--- src/rtl/blockram_pkg.sv ---
// Shared definitions for logic sitting on the boot/BIOS block-RAM array side.
package blockram_pkg;

    localparam int unsigned BR_WORD_AW = 17;
    localparam int unsigned BR_DATA_W  = 32;
    localparam int unsigned BR_BYTE_AW = 19;

    typedef enum logic [1:0] {IDLE, READ, RESP} rd_state_t;

    // Words 0x13000-0x18FFF are not populated in the array.
    function automatic logic br_is_hole(input logic [BR_WORD_AW-1:0] word_addr);
        return word_addr[16] && (word_addr[15:12] >= 4'd3) && (word_addr[15:12] <= 4'd8);
    endfunction

endpackage

--- src/rtl/blockram_rd_ctrl.sv ---
// Read controller in front of the boot block-RAM: single and wrapping burst reads.
// Optional one-entry hit buffer enabled by defining BLOCKRAM_RD_HITBUF_EN.
module blockram_rd_ctrl
    import blockram_pkg::*;
#(
    parameter int unsigned RD_LAT    = 1,
    parameter int unsigned BURST_LEN = 4
) (
    input  logic                  clk,
    input  logic                  rst,
    input  logic                  req_valid,
    output logic                  req_ready,
    input  logic [BR_BYTE_AW-1:0] req_addr,
    input  logic                  req_burst,
    output logic                  rsp_valid,
    input  logic                  rsp_ready,
    output logic [BR_DATA_W-1:0]  rsp_data,
    output logic                  rsp_last,
    output logic                  rsp_err,
    output logic [BR_WORD_AW-1:0] mem_addr,
    input  logic [BR_DATA_W-1:0]  mem_data
);

    localparam int unsigned BeatW = $clog2(BURST_LEN);
    localparam logic [2:0] LatMax = 3'(RD_LAT);
    localparam logic [BR_WORD_AW-1:0] WrapMask = BR_WORD_AW'(BURST_LEN - 1);

    // Critical-word-first: only the in-block index bits advance.
    function automatic logic [BR_WORD_AW-1:0] wrap_inc(input logic [BR_WORD_AW-1:0] a);
        return (a & ~WrapMask) | ((a + BR_WORD_AW'(1)) & WrapMask);
    endfunction

    rd_state_t             state_q;
    logic [BR_WORD_AW-1:0] mem_addr_q;
    logic                  burst_q;
    logic                  misalign_q;
    logic [BeatW-1:0]      beat_q;
    logic [2:0]            lat_q;
    logic                  rsp_valid_q;
    logic                  rsp_last_q;
    logic                  rsp_err_q;
    logic [BR_DATA_W-1:0]  rsp_data_q;

    logic                  capture;
    logic                  cap_hole;
    logic                  hit;
    logic [BR_DATA_W-1:0]  hit_data;
    logic [BR_WORD_AW-1:0] req_word;

    assign req_word = req_addr[BR_BYTE_AW-1:2];
    assign capture  = (state_q == READ) && (lat_q == LatMax);
    assign cap_hole = br_is_hole(mem_addr_q);

`ifdef BLOCKRAM_RD_HITBUF_EN
    logic                  hb_valid_q;
    logic [BR_WORD_AW-1:0] hb_addr_q;
    logic [BR_DATA_W-1:0]  hb_data_q;

    always_ff @(posedge clk or posedge rst) begin
        if (rst) begin
            hb_valid_q <= 1'b0;
            hb_addr_q  <= '0;
            hb_data_q  <= '0;
        end else if (capture && !cap_hole) begin
            hb_valid_q <= 1'b1;
            hb_addr_q  <= mem_addr_q;
            hb_data_q  <= mem_data;
        end
    end

    assign hit = !req_burst && (req_addr[1:0] == 2'b00) && !br_is_hole(req_word) &&
                 hb_valid_q && (hb_addr_q == req_word);
    assign hit_data = hb_data_q;
`else
    assign hit      = 1'b0;
    assign hit_data = '0;
`endif

    always_ff @(posedge clk or posedge rst) begin
        if (rst) begin
            state_q     <= IDLE;
            mem_addr_q  <= '0;
            burst_q     <= 1'b0;
            misalign_q  <= 1'b0;
            beat_q      <= '0;
            lat_q       <= '0;
            rsp_valid_q <= 1'b0;
            rsp_last_q  <= 1'b0;
            rsp_err_q   <= 1'b0;
            rsp_data_q  <= '0;
        end else begin
            case (state_q)
                IDLE: begin
                    if (req_valid) begin
                        burst_q    <= req_burst;
                        misalign_q <= |req_addr[1:0];
                        beat_q     <= '0;
                        lat_q      <= '0;
                        if (hit) begin
                            // Buffered word: respond next cycle, array untouched.
                            state_q     <= RESP;
                            rsp_valid_q <= 1'b1;
                            rsp_data_q  <= hit_data;
                            rsp_last_q  <= 1'b1;
                            rsp_err_q   <= 1'b0;
                        end else begin
                            state_q    <= READ;
                            mem_addr_q <= req_word;
                        end
                    end
                end
                READ: begin
                    if (capture) begin
                        state_q     <= RESP;
                        rsp_valid_q <= 1'b1;
                        rsp_data_q  <= cap_hole ? '0 : mem_data;
                        rsp_err_q   <= misalign_q || cap_hole;
                        rsp_last_q  <= !burst_q || (&beat_q);
                    end else begin
                        lat_q <= lat_q + 3'd1;
                    end
                end
                RESP: begin
                    if (rsp_ready) begin
                        rsp_valid_q <= 1'b0;
                        if (burst_q && !(&beat_q)) begin
                            state_q    <= READ;
                            beat_q     <= beat_q + 1'b1;
                            lat_q      <= '0;
                            mem_addr_q <= wrap_inc(mem_addr_q);
                        end else begin
                            state_q <= IDLE;
                        end
                    end
                end
                default: state_q <= IDLE;
            endcase
        end
    end

    assign req_ready = (state_q == IDLE) && !rst;
    assign rsp_valid = rsp_valid_q;
    assign rsp_data  = rsp_data_q;
    assign rsp_last  = rsp_last_q;
    assign rsp_err   = rsp_err_q;
    assign mem_addr  = mem_addr_q;

endmodule

--- config.mk ---
export PLATFORM = sky130hd
export DESIGN_NAME = blockram_rd_ctrl
export DESIGN_NICKNAME = d
export VERILOG_FILES = /design/src/rtl/blockram_pkg.sv /design/src/rtl/blockram_rd_ctrl.sv
export SDC_FILE = /design/constraint.sdc
export NUM_CORES = 1
export LEC_CHECK = 0
export ABC_AREA = 0
export BUFFER_PORTS_ARGS = -buffer_cell sky130_fd_sc_hd__clkbuf_2
export CORE_MARGIN = 1
export CORE_UTILIZATION = 40
export CTS_CLUSTER_DIAMETER = 60
export DETAILED_ROUTE_END_ITERATION = 6
export MAX_ROUTING_LAYER = met4
export PLACE_DENSITY_LB_ADDON = 0.12
export SLEW_MARGIN = 20
export SYNTH_ARGS = -nofsm -noshare
export SYNTH_HDL_FRONTEND = slang
export SYNTH_SLANG_ARGS = --single-unit
--- constraint.sdc ---
create_clock -name clk -period 2.6 [get_ports clk]
set_input_delay 0.26 -clock clk [delete_from_list [all_inputs] [get_ports clk]]
set_output_delay 0.26 -clock clk [all_outputs]
set_load 0.005 [all_outputs]
# --- After elaboration in Yosys (flattened, before gate mapping) ---
# Index checks and enable logic that the tools add are counted.
totals:
  ff_bits: 61
  inputBits: 56
  wordCells: 68
  out_inout_bits: 53
classes:
  n_mux: 22
  n_bitwise: 1
  magnitude_cmp: 2
  eq_ne: 8
  reduce_logical: 22
  addsub: 3
ops:
  columns: ["operator", "count"]
  rows:
  - ["2-to-1 mux 17 bit", 3]
  - ["one-hot mux 17 bit (2 select lines)", 1]
  - ["2-to-1 mux 32 bit", 1]
  - ["OR 17 x 2 -> 17 bit", 1]
  - ["2-to-1 mux 2 bit", 6]
  - ["2-to-1 mux 3 bit", 4]
  - ["inequality test 2 bit, second input constant", 5]
  - ["one-hot mux 3 bit (3 select lines)", 1]
  - ["one-hot mux 2 bit (3 select lines)", 1]
  - ["AND reduction 2 bit", 3]
  - ["AND reduction 3 bit", 2]
  - ["logical AND 1 bit", 5]
  - ["AND reduction 5 bit", 1]
  - ["adder 2 x 1 -> 2 bit, second input constant", 2]
  - [">= comparator 4 x 2 -> 1 bit, second input constant", 1]
  - ["<= comparator 4 bit, second input constant", 1]
  - ["one-hot mux 2 bit (2 select lines)", 1]
  - ["AND reduction 4 bit", 1]
  - ["nonzero test 2 bit", 2]
  - ["adder 3 x 1 -> 3 bit, second input constant", 1]
  - ["== test 3 x 1 -> 1 bit, second input constant", 1]
  - ["zero test 1 bit", 3]
  - ["2-to-1 mux 1 bit", 3]
  - ["nonzero test 3 bit", 1]
  - ["other kinds (6)", 7]

# --- Logic depth before layout (Yosys ltp) ---
depth:
  depth_word: 6
  depth_mapped: 7
  mapped_depth_nobuf: 5

# --- Least setup slack after synthesis ---
# Ideal clock, no wire load.
synth_timing:
  path_type: "register -> register"
  from: "reg lat_q[1]"
  to: "reg rsp_data_q[10] (netlist: rsp_data[10])"
  arrival_time_ns: 1.323
  slack_ns: 1.156
  required_time_ns: 2.479
  path_stages_with_launch: 7
  n_path_buf: 1
  setup_ns: 0.121
  period_less_slack_ns: 1.444
  path_cell_list: "dfrtp_1 > inv_1 > ha_1 > nor2b_1 > nand3_2 > buf_2 > o2bb2ai_1"
synth_between:
  elab_chain_cells: 3
synth_rtl:
  columns: ["element", "line_no", "text"]
  rows:
  - ["from (decl)", "blockram_rd_ctrl.sv:38", "logic [2:0] lat_q;"]
  - ["from (signal assigned)", "blockram_rd_ctrl.sv:120", "lat_q <= lat_q + 3'd1;"]
  - ["== test 3 x 1 -> 1 bit", "blockram_rd_ctrl.sv:51", "assign capture = (state_q == READ) && (lat_q == LatMax);"]
  - ["logical AND 1 bit", "blockram_rd_ctrl.sv:51", null]
  - ["AND reduction 2 bit (no source line)", null, null]
  - ["to (signal assigned)", "blockram_rd_ctrl.sv:103", "rsp_data_q <= hit_data;"]
  - ["to (signal assigned)", "blockram_rd_ctrl.sv:116", "rsp_data_q <= cap_hole ? '0 : mem_data;"]
  - ["to (decl)", "blockram_rd_ctrl.sv:42", "logic [BR_DATA_W-1:0] rsp_data_q;"]
# Every way passes these cells.
# A chain may end at the register's enable or synchronous reset.

# --- Worst setup path after layout ---
layout_timing:
  from: "reg lat_q[1]"
  to: "reg rsp_data_q[22] (netlist: rsp_data[22])"
# The elaborated chain is that of the path after synthesis.

==> results.cfg <==
[sta]
period_needed_ps = 1680
setup_tns_ps = 0
hold_viol_final = 0
rsz0062_at_grt = false
slew-limit-headroom_pct = 63.8
worst_pin_slew_ps = 542
fin_hold_ws_ps = 157
clock_skew_ps = 6.33
setup_viol = 0
maxSlewViolCount = 0
fmax_mhz = 594
post-route-period-util_pct = 64.7
post-route-worst-setup-slack_ps = 917

[cts]
post-cts-setup-buffer-count = 0
clk_pin_slew_ps = 60
clock_tree.htree_level_count = 3
clk_latency_ps = 330
cts_tree = built
clk_path_buf_depth = 2
cts_root_buf = clkbuf_8
numCtsBuffers = 9
cts_sinks = 61

[run_status]
status = finished, final reports clean

[synth]
yosys.area.top_type_share_pct = 59.3
netlist_top_cells_count = dfrtp_1, nand2_1, o2bb2ai_1, mux2_2
ys_types = 32
synth_cells = 212
synth_area_leaders = dfrtp_1, o2bb2ai_1, mux2_2, nand2_1, buf_4
synth_ff_type = dfrtp_1
syn-num-nets = 271
avgSynthCellArea_um2 = 12.2
yosysMostFrequentCell = dfrtp_1
synth_edf_count = 0
syn_area_um2 = 2580
synthArstFlopShare_pct = 100
synth.largest_area_cell = dfrtp_1
seq_area_frac_synth_pct = 59.3
synth-seq-cells = 61
yosysWarnings = 0

[place]
numPortBuffers = 108
pre_cts_ws_ps = 936
dpl.hpwl_um = 3960
gp_congestion = 0.796
dpl-instance-area_um2 = 3180
dp_cells = 386

[layout]
final_cells = 401
nFillCells = 552
diodes = 0
drive_gt1_share_pct = 45.1
nets = 382
fin_util_pct = 55.6
fin_area_um2 = 3370
area_growth_pct = 30.8

[setup_path]
start_kind = flip-flop
criticalPathCategory = reg2reg
required_ps = 2790
arrival_ps = 1880
cp_max_fo = 34
critPathCaptureType = flip-flop

[power]
p_leak_nw = 1.62
power.total_mw = 3.88
max-vdd-ir-drop_mv = 0.552
powerDensity_nw_per_um2 = 1150

[floorplan]
io_pins = 109
start_util_pct = 42.5
num_rows = 28
design.die.area_um2 = 6770
die_y_um = 82.3
fp.coreArea_um2 = 6060
die_w_um = 82.3

[routing]
drt-initial-drc-count = 83
vias_per_cell = 5.06
first_pass_iters = 4
wl_per_cell_um = 14.4
routed_wl_um = 5780
antenna_left = 0
num_vias = 2031
drc_errors = 0

[global_routing]
overflow = 0
grt_max_degree = 38
antenna_found_initial = 0
grt_pass1_vias = 1867
grt_usage_pct = 18.8
grt_first_pass_wirelength_um = 9070

[min_path]
holdCritPathClass = in2reg

[job]
maxCapViolations = 0
-- final cells by class --
| type | count | area (µm²) | area share (%) |
|---|---|---|---|
| Sequential cell | 61 | 1530 | 45.3 |
| Clock inverter | 1 | 5.00 | 0.149 |
| Clock buffer | 13 | 179 | 5.31 |
| Timing Repair Buffer | 114 | 601 | 17.8 |
| Inverter | 6 | 22.5 | 0.668 |
| Tap cell | 75 | 93.8 | 2.78 |
| Multi-Input combinational cell | 131 | 942 | 28.0 |
-- logic make-up (layout without fill, tap and decap cells) --
logic type | after synthesis | in the layout | synth area share [%]
AOI/OAI and AO/OA | 51 | 51 | 15.6
adders and majority gates | 3 | 3 | 1.46
buffers and inverters | 20 | 134 | 4.42
DFF | 61 | 61 | 59.3
muxes | 18 | 18 | 7.77
and+or+nand+nor | 59 | 59 | 11.5
-- registers in the layout (all words and copies together), names as in the netlist --
signal      flops
beat_q          2
rsp_data       32
mem_addr       17
misalign_q      1
state_q         2
rsp_err         1
burst_q         1
lat_q           3
rsp_last        1
rsp_valid       1
-- final timing paths --
path,end,slack [ps],depth (start not counted),from
setup / recovery,rsp_data[22],920,6,lat_q[1]
hold / removal,rsp_data[10],160,3,mem_data[10]
setup reg to reg,rsp_data[22],920,6,lat_q[1]
hold reg to reg,rsp_data[13],490,1,rsp_data[13]
max in group asynchronous,rsp_data[18],1490,4,rst
min in group asynchronous,mem_addr[1],520,3,rst
-- power breakdown --
part	total (mW)	internal (mW)	switching [mW]
combinational	1.45	0.742	0.708
sequential	1.66	1.37	0.288
clock	0.768	0.438	0.330
-- metal layers --
metal / vias to the layer above / global-route usage, % / part of all wire [%]
li1: 984 / - / -
met1: 961 / 25.3 / 47
met2: 76 / 26.8 / 45
met3: 10 / 4.84 / 6.6
met4: 0 / 8.42 / 1.5
met5: - / - / 0
-- timing repair --
| item | CTS | global route |
|---|---|---|
| hold endpoints to repair | 24 | 0 |
| gates resized for setup | 0 | 0 |
| hold buffers | 1 | 0 |
-- cell usage in the layout (no fill, tap or decap), types with 2 or more instances in the layout --
master and n:
nor2b_1 3, nand2_1 34, nor2_1 4, buf_4 4, o2bb2ai_1 32, inv_1 5
nand2b_1 4, clkbuf_8 13, mux2i_1 2, o21ai_0 7, nand4_1 5, a21oi_1 4
mux2_2 16, clkbuf_2 108, dfrtp_1 61, ha_1 3
-- critical path, stage by stage (launching register included) --
cell	delay, ps
dfrtp_1	390
inv_1	60
ha_1	160
nor2b_1	370
nand3_2	110
buf_4	270
o2bb2ai_1	190
No activity file was read; power rests on OpenSTA's default activity.
